`config.mk`:
```
export PLATFORM = sky130hd
export DESIGN_NAME = gf2mz_unload
export DESIGN_NICKNAME = d
export VERILOG_FILES = /design/src/rtl/gf2mz_unload.sv
export SDC_FILE = /design/constraint.sdc
export NUM_CORES = 1
export LEC_CHECK = 0
export ABC_AREA = 1
export BUFFER_PORTS_ARGS = -buffer_cell sky130_fd_sc_hd__buf_2
export CAP_MARGIN = 20
export CORE_ASPECT_RATIO = 0.8
export CORE_MARGIN = 5
export CORE_UTILIZATION = 56
export CTS_CLUSTER_DIAMETER = 30
export DETAILED_ROUTE_END_ITERATION = 16
export PLACE_DENSITY = 0.92
export SLEW_MARGIN = 40
export SYNTH_ARGS = -nofsm -noshare
export SYNTH_HDL_FRONTEND = slang
export SYNTH_SLANG_ARGS = --single-unit
```
`constraint.sdc`:
```
create_clock -name clk -period 2.02 [get_ports clk]
set_input_delay 0.404 -clock clk [delete_from_list [all_inputs] [get_ports clk]]
set_output_delay 0.404 -clock clk [all_outputs]
set_load 0.05 [all_outputs]
```
`src/rtl/gf2mz_unload.sv`:
```
`default_nettype none
// ============================================================================
// Module   : gf2mz_unload
// Purpose  : Streams the n-coefficient GF(2^m)[z] product out of the
//            synchronous-read result RAM on a valid/ready interface.
// Options  : GF2MZ_UNLOAD_CKSUM_EN appends an XOR-checksum beat.
// Revision : 1.0  initial release
// ============================================================================
module gf2mz_unload #(
   parameter int n  = 47,
   parameter int m  = 101,
   parameter int AW = $clog2(n)
) (
   input  logic          clk,
   input  logic          rst_b,
   input  logic          start,
   output logic          busy,
   output logic          done,
   output logic          mem_rd_en,
   output logic [AW-1:0] mem_addr,
   input  logic [m-1:0]  mem_rdata,
   output logic          out_valid,
   input  logic          out_ready,
   output logic [m-1:0]  out_data,
   output logic          out_last
);

   localparam int CW = $clog2(n + 2);
`ifdef GF2MZ_UNLOAD_CKSUM_EN
   localparam int NBEATS = n + 1;
`else
   localparam int NBEATS = n;
`endif
   localparam logic [AW-1:0] LAST_ADDR = AW'(n - 1);
   localparam logic [CW-1:0] LAST_BEAT = CW'(NBEATS - 1);

   typedef enum logic [1:0] {
      IDLE  = 2'd0,
      READ  = 2'd1,
      DRAIN = 2'd2,
      DONE  = 2'd3
   } state_t;

   state_t        state;
   state_t        state_nxt;
   logic [AW-1:0] rd_ptr;
   logic [CW-1:0] beat_cnt;
   logic          in_flight;
   logic [1:0]    fifo_cnt;
   logic [1:0]    occupancy;
   logic [m-1:0]  slot0;
   logic [m-1:0]  slot1;
   logic          accept;
   logic          pop;
   logic          fifo_pop;
   logic          head_valid;
   logic [m-1:0]  head_data;

   assign accept    = (state == IDLE) && start;
   assign occupancy = fifo_cnt + {1'b0, in_flight};
   assign mem_rd_en = (state == READ) && (occupancy < 2'd2);
   assign mem_addr  = rd_ptr;
   assign busy      = (state == READ) || (state == DRAIN);
   assign done      = (state == DONE);

   // An empty FIFO forwards the word arriving from the RAM in the same cycle,
   // so the first beat appears one cycle after its read.
   assign head_valid = (fifo_cnt != 2'd0) || in_flight;
   assign head_data  = (fifo_cnt != 2'd0) ? slot0 : (in_flight ? mem_rdata : '0);
   assign fifo_pop   = head_valid && out_ready;
   assign pop        = out_valid && out_ready;
   assign out_last   = out_valid && (beat_cnt == LAST_BEAT);

`ifdef GF2MZ_UNLOAD_CKSUM_EN
   logic [m-1:0] acc;
   logic         cksum_beat;

   // All coefficients have left the FIFO once beat_cnt reaches n.
   assign cksum_beat = (state == DRAIN) && (beat_cnt == CW'(n));
   assign out_valid  = head_valid || cksum_beat;
   assign out_data   = cksum_beat ? acc : head_data;

   always_ff @(posedge clk or negedge rst_b) begin
      if (!rst_b) begin
         acc <= '0;
      end else if (accept) begin
         acc <= '0;
      end else if (in_flight) begin
         acc <= acc ^ mem_rdata;
      end
   end
`else
   assign out_valid = head_valid;
   assign out_data  = head_data;
`endif

   always_comb begin
      state_nxt = state;
      case (state)
         IDLE:    if (start) state_nxt = READ;
         READ:    if (mem_rd_en && (rd_ptr == LAST_ADDR)) state_nxt = DRAIN;
         DRAIN:   if (pop && out_last) state_nxt = DONE;
         DONE:    state_nxt = IDLE;
         default: state_nxt = IDLE;
      endcase
   end

   always_ff @(posedge clk or negedge rst_b) begin
      if (!rst_b) begin
         state <= IDLE;
      end else begin
         state <= state_nxt;
      end
   end

   always_ff @(posedge clk or negedge rst_b) begin
      if (!rst_b) begin
         rd_ptr    <= '0;
         beat_cnt  <= '0;
         in_flight <= 1'b0;
      end else begin
         in_flight <= mem_rd_en;
         if (accept) begin
            rd_ptr   <= '0;
            beat_cnt <= '0;
         end else begin
            if (mem_rd_en) begin
               rd_ptr <= (rd_ptr == LAST_ADDR) ? '0 : rd_ptr + 1'b1;
            end
            if (pop) begin
               beat_cnt <= beat_cnt + 1'b1;
            end
         end
      end
   end

   // Two-entry skid FIFO; the read-issue rule keeps fifo_cnt + in_flight <= 2.
   always_ff @(posedge clk or negedge rst_b) begin
      if (!rst_b) begin
         fifo_cnt <= 2'd0;
         slot0    <= '0;
         slot1    <= '0;
      end else begin
         case (fifo_cnt)
            2'd0: begin
               if (in_flight && !fifo_pop) begin
                  slot0    <= mem_rdata;
                  fifo_cnt <= 2'd1;
               end
            end
            2'd1: begin
               if (in_flight && fifo_pop) begin
                  slot0 <= mem_rdata;
               end else if (in_flight) begin
                  slot1    <= mem_rdata;
                  fifo_cnt <= 2'd2;
               end else if (fifo_pop) begin
                  fifo_cnt <= 2'd0;
               end
            end
            default: begin
               if (fifo_pop) begin
                  slot0 <= slot1;
                  if (in_flight) begin
                     slot1 <= mem_rdata;
                  end else begin
                     fifo_cnt <= 2'd1;
                  end
               end
            end
         endcase
      end
   end

endmodule
`default_nettype wire

```
* After elaboration in Yosys (flattened, before gate mapping)
Index checks and enable logic that the tools add are counted.
** Storage, ports and cells
- Register bits after elaboration :: 219
- Input port bits :: 105
- Output and inout port bits :: 112
** Cells by class
- $add $sub $neg :: 3
- Magnitude comparators :: 1
- Equality and inequality tests :: 14
- Multiplexer cells :: 26
- Bitwise logic cells :: 1
- Reductions and logical operators :: 22
** Operator list (number)
- $mux 101 :: 8
- $pmux 101 s2 :: 2
- $mux 6 :: 5
- $mux 2 :: 9
- $add 6x1->6 const B :: 2
- $eq 6x6->1 const B :: 2
- $reduce_and 3->1 :: 3
- $logic_and 1x1->1 :: 8
- $ne 2x2->1 const B :: 4
- $pmux 2 s4 :: 1
- $reduce_bool 2->1 :: 4
- $reduce_and 5->1 :: 1
- $eq 2x1->1 const B :: 2
- $eq 2x2->1 const B :: 2
- $logic_not 2->1 :: 2
- $ne 2x1->1 const B :: 2
- $pmux 2 s2 :: 1
- $ne 3x1->1 const B :: 1
- $ne 3x3->1 const B :: 1
- $reduce_bool 3->1 :: 1
- $add 2x1->2 :: 1
- $logic_or 1x1->1 :: 2
- $lt 2x2->1 const B :: 1
- $logic_not 1->1 :: 1
- $not 1->1 :: 1

* Depth between registers and ports, before layout
- Word-level depth :: 7
- Gate-level depth with buffers :: 10
- Gate-level depth less buffers :: 9

* Worst setup path after synthesis
Ideal clock, no wire load.
- Kind :: reg2out
- From :: register fifo_cnt[1]
- To :: output out_data[0]
- Arrival :: 1.870 ns
- Setup slack :: -0.254 ns
- Cell stages (with the launch flop) :: 8
- Path buffers :: 4
- Cell sequence :: dfrtp_1 buf_6 inv_2 buf_6 buf_2 buf_2 nand2_1 o22ai_1
** Between the ends
- Word-level cells in the longest chain between the ends :: 2
** Ends and longest elaborated chain
- start: declaration :: line 49 : logic [1:0] fifo_cnt;
- start signal: assignment :: line 140 : fifo_cnt <= 2'd0;
- start signal: assignment :: line 148 : fifo_cnt <= 2'd1;
- start signal: assignment :: line 156 : fifo_cnt <= 2'd2;
- $reduce_bool 2->1 :: line 69 : assign head_data = (fifo_cnt != 2'd0) ? slot0 : (in_flight ? mem_rdata : '0);
- $mux 101 :: line 69
- end: declaration :: line 24 : output logic [m-1:0] out_data,
No other way between the ends.

* Final worst setup path
- From :: register fifo_cnt[0]
- To :: output out_data[73]
The elaborated chain is that of the path after synthesis.

==> summary.md <==
| Metric | Value |
|---|---|
| WL final | around 44 mm |
| CTS Buf Count | 38 |
| Critical Path AT | ~1900 ps |
| Post-Synthesis Cell Area | around 11000 um2 |
| Core ar. | 18970 um2 |
| Avg Cell Area, Syn | just under 8 um2 |
| Post-route cell area | 16330 um2 |
| CP top delay family | buffers and inverters |
| CTS H-Tree Depth | 2 |
| Fin Hold WS | 142.9 ps |
| Synthesized net count | ~1500 |
| Root Buffer | clkbuf_16 |
| Final worst slack | -259.1 ps |
| Fin. Hold Viols | 0 |
| Filler Cell Count | 847 |
| Die width | around 170 um |
| Ys async rst share | 1.000 |
| Clock Skew | 25.56 ps |
| R2R setup slack | -170 ps |
| Synth unique cells | 27 |
| CP peak stage delay | between 400 and 500 ps |
| NumNets Final | between 1500 and 2000 |
| Clk_lat worst skew | just over 500 ps |
| Via count | about 12000 |
| Max-slew headroom | 0.6807 |
| TritonCTS Sinks | approximately 220 |
| Pre-CTS setup slack | between 50 and 60 ps |
| Largest net degree at the start of global routing | about 110 |
| Via density per instance | between 6 and 7 |
| Number of synthesized flops with an enable pin | 0 |
| Max Root-Sink Buffers | 3 |
| # DRC | 0 |
| Mean routed wirelength per cell | approximately 23 um |
| CP max stage cell | dfrtp_2 |
| Status | finished with violations |
| CP bufs+invs | 4 |
| Placed Cells | between 1500 and 2000 |
| Vias in the first global route | 12071 |
| Area post-placement | ~13000 um2 |
| Crit-path max FO | 6 |
| Top FF cell, synth | dfrtp_1 |
| Final period util | 1.128 |
| Die ar. | approximately 22000 um2 |
| Final setup vio count | 128 |
| Yosys warning count | 0 |
| Commonest non-fill, non-tap cell in the layout | nand2_1 |
| Failing checks | negative setup slack |
| Maximum clock rate | roughly 0.44 GHz |
| Crit path time final | between 2000 and 2500 ps |
| GRT Total Usage | 0.3597 |
| Antenna viol nets, final | 0 |
| CP startpoint kind | register |
| Register area share after synthesis | 0.5074 |
| First-pass GRT wire length | 62.98 mm |
| RSZ-0062 raised after global routing | yes |
| Antenna violations before repair | 2 |
| # Max-Cap Violations | 0 |
| Crit path cell chain | nor2_4, buf_12, buf_8, clkbuf_16, o22ai_2, buf_6 |
| DR iter-0 viols | roughly 1600 |
| Die H | 134.2 um |
| Grt total ovfl | 0 |
| P&R area growth vs syn | 51.20% |
| Yosys reg bits | 219 |
| CTS tree | yes |
| Crit path required time | about 1600 ps |
| IO Port Bufs | 216 |
| Total Power | around 35 mW |
| FP Rows | 45 |
| Router iterations before antenna repair | 9 |
| Post-route insts no fill | around 1900 |
| Cell Pwr Density | around 2100 nW/um2 |
| Slew @ Worst Pin | about 480 ps |
| Top-Level Pins | ~220 |
| Leakage | roughly 8 nW |
| Max VDD drop | about 1.5 mV |
| Share of layout cells above drive strength 1 | 0.3195 |
| DP Wirelength | 19.00 mm |
| Initial Util | 0.5693 |
| Synth Instances | around 1400 |
| Clock transition at path regs | around 60 ps |
| Setup crit end kind | primary output |
| Pins Over Slew Limit | 0 |
| Worst Hold Class | input port to register |
| GP Congestion | 0.8331 |
| Worst setup path category | register to primary output |
| Most frequent cells in the layout | nand2_1, inv_1, dfrtp_1 |
-- state kept, by name, indices dropped and copies added (netlist names) --
name,count
slot1,101
in_flight,1
slot0,101
fifo_cnt,2
beat_cnt,6
mem_addr,6
state,2
-- cell families after synthesis --
group | after synthesis | synth area share
and+or+nand+nor | 476 | 0.1704
adders and majority gates | 8 | 0.009267
DFF | 219 | 0.5074
buffers and inverters | 311 | 0.1226
AOI/OAI and AO/OA | 373 | 0.1896
xor gates and xnor gates | 1 | 0.0008110
-- area by class of cell --
cell class / count / area (um2) / share of cell area
flip-flops and latches: 219 / 5484 / 0.3358
repair inverters: 2 / 36.28 / 0.002222
well taps: 258 / 322.8 / 0.01977
clock buffers: 44 / 1035 / 0.06336
multi-input cells: 859 / 5152 / 0.3155
inverters: 221 / 860.8 / 0.05271
repair buffers: 291 / 3161 / 0.1935
diodes: 1 / 2.502 / 0.0001532
clock inverters: 23 / 277.8 / 0.01701
-- where the power goes --
part / internal, mW / switching [mW]
sequential: 6.42 / 0.980
combinational: 7.75 / 13.3
clock: 4.33 / 2.36
-- worst register-to-register path, stage by stage, from the launching register on --
cell	delay, ps
dfrtp_2	430
buf_12	170
buf_4	160
buf_12	160
o211ai_4	220
clkbuf_16	390
nor2_1	170
a21oi_1	340
-- path summary, 6_finish.rpt --
check                                        startpoint                endpoint  depth (start not counted)
worst max-delay path            fifo_cnt[0]$_DFFE_PN0P_            out_data[73]                          6
worst min-delay path                      mem_rdata[10]   slot1[10]$_DFFE_PN0P_                          3
worst max register to register  fifo_cnt[1]$_DFFE_PN0P_   slot1[48]$_DFFE_PN0P_                          7
worst min register to register   slot1[100]$_DFFE_PN0P_  slot1[100]$_DFFE_PN0P_                          2
max in group asynchronous                         rst_b     in_flight$_DFF_PN0_                          3
min in group asynchronous                         rst_b   slot1[15]$_DFFE_PN0P_                          2
-- timing repair --
action | CTS | global route
cloned | 16 | 8
pin swaps | 14 | 8
endpoints found under the setup margin | 105 | 209
gates resized for setup | 327 | 62
hold buffers | 1 | 0
hold endpoints to repair | 40 | 0
buffers inserted | 19 | 3
-- stage by stage --
stage | TNS [ps] | util
5_1_grt | -28910 | 0.8607
4_1_cts | -19530 | 0.8388
2_1_floorplan | 0 | -
3_3_place_gp | 0 | 0.6746
3_5_place_dp | 0 | 0.6746
6_report | -21340 | 0.8607
-- per-layer routing --
| metal | GRT usage | vias to the layer above | wire length [um] |
|---|---|---|---|
| li1 | - | 4938 | - |
| met1 | 0.4198 | 5633 | 14940 |
| met2 | 0.6047 | 983 | 21130 |
| met3 | 0.08264 | 346 | 4375 |
| met4 | 0.2129 | 2 | 3506 |
| met5 | 0 | - | 12 |
-- cell usage after synthesis, types with 7 or more instances --
cell type  count  area share
nand2_1      385        0.13
inv_1        220       0.076
dfrtp_1      219        0.51
o21ai_0      173       0.080
o22ai_1      102       0.059
nor2_1        64       0.022
a21oi_1       45       0.021
buf_2         44       0.020
o21ai_1       42       0.019
clkbuf_1      25      0.0087
nand3_1       15      0.0069
a21oi_2       10      0.0081
buf_6         10       0.010
ha_1           8      0.0093
buf_4          7      0.0049
(Power assumes the default switching activity.)
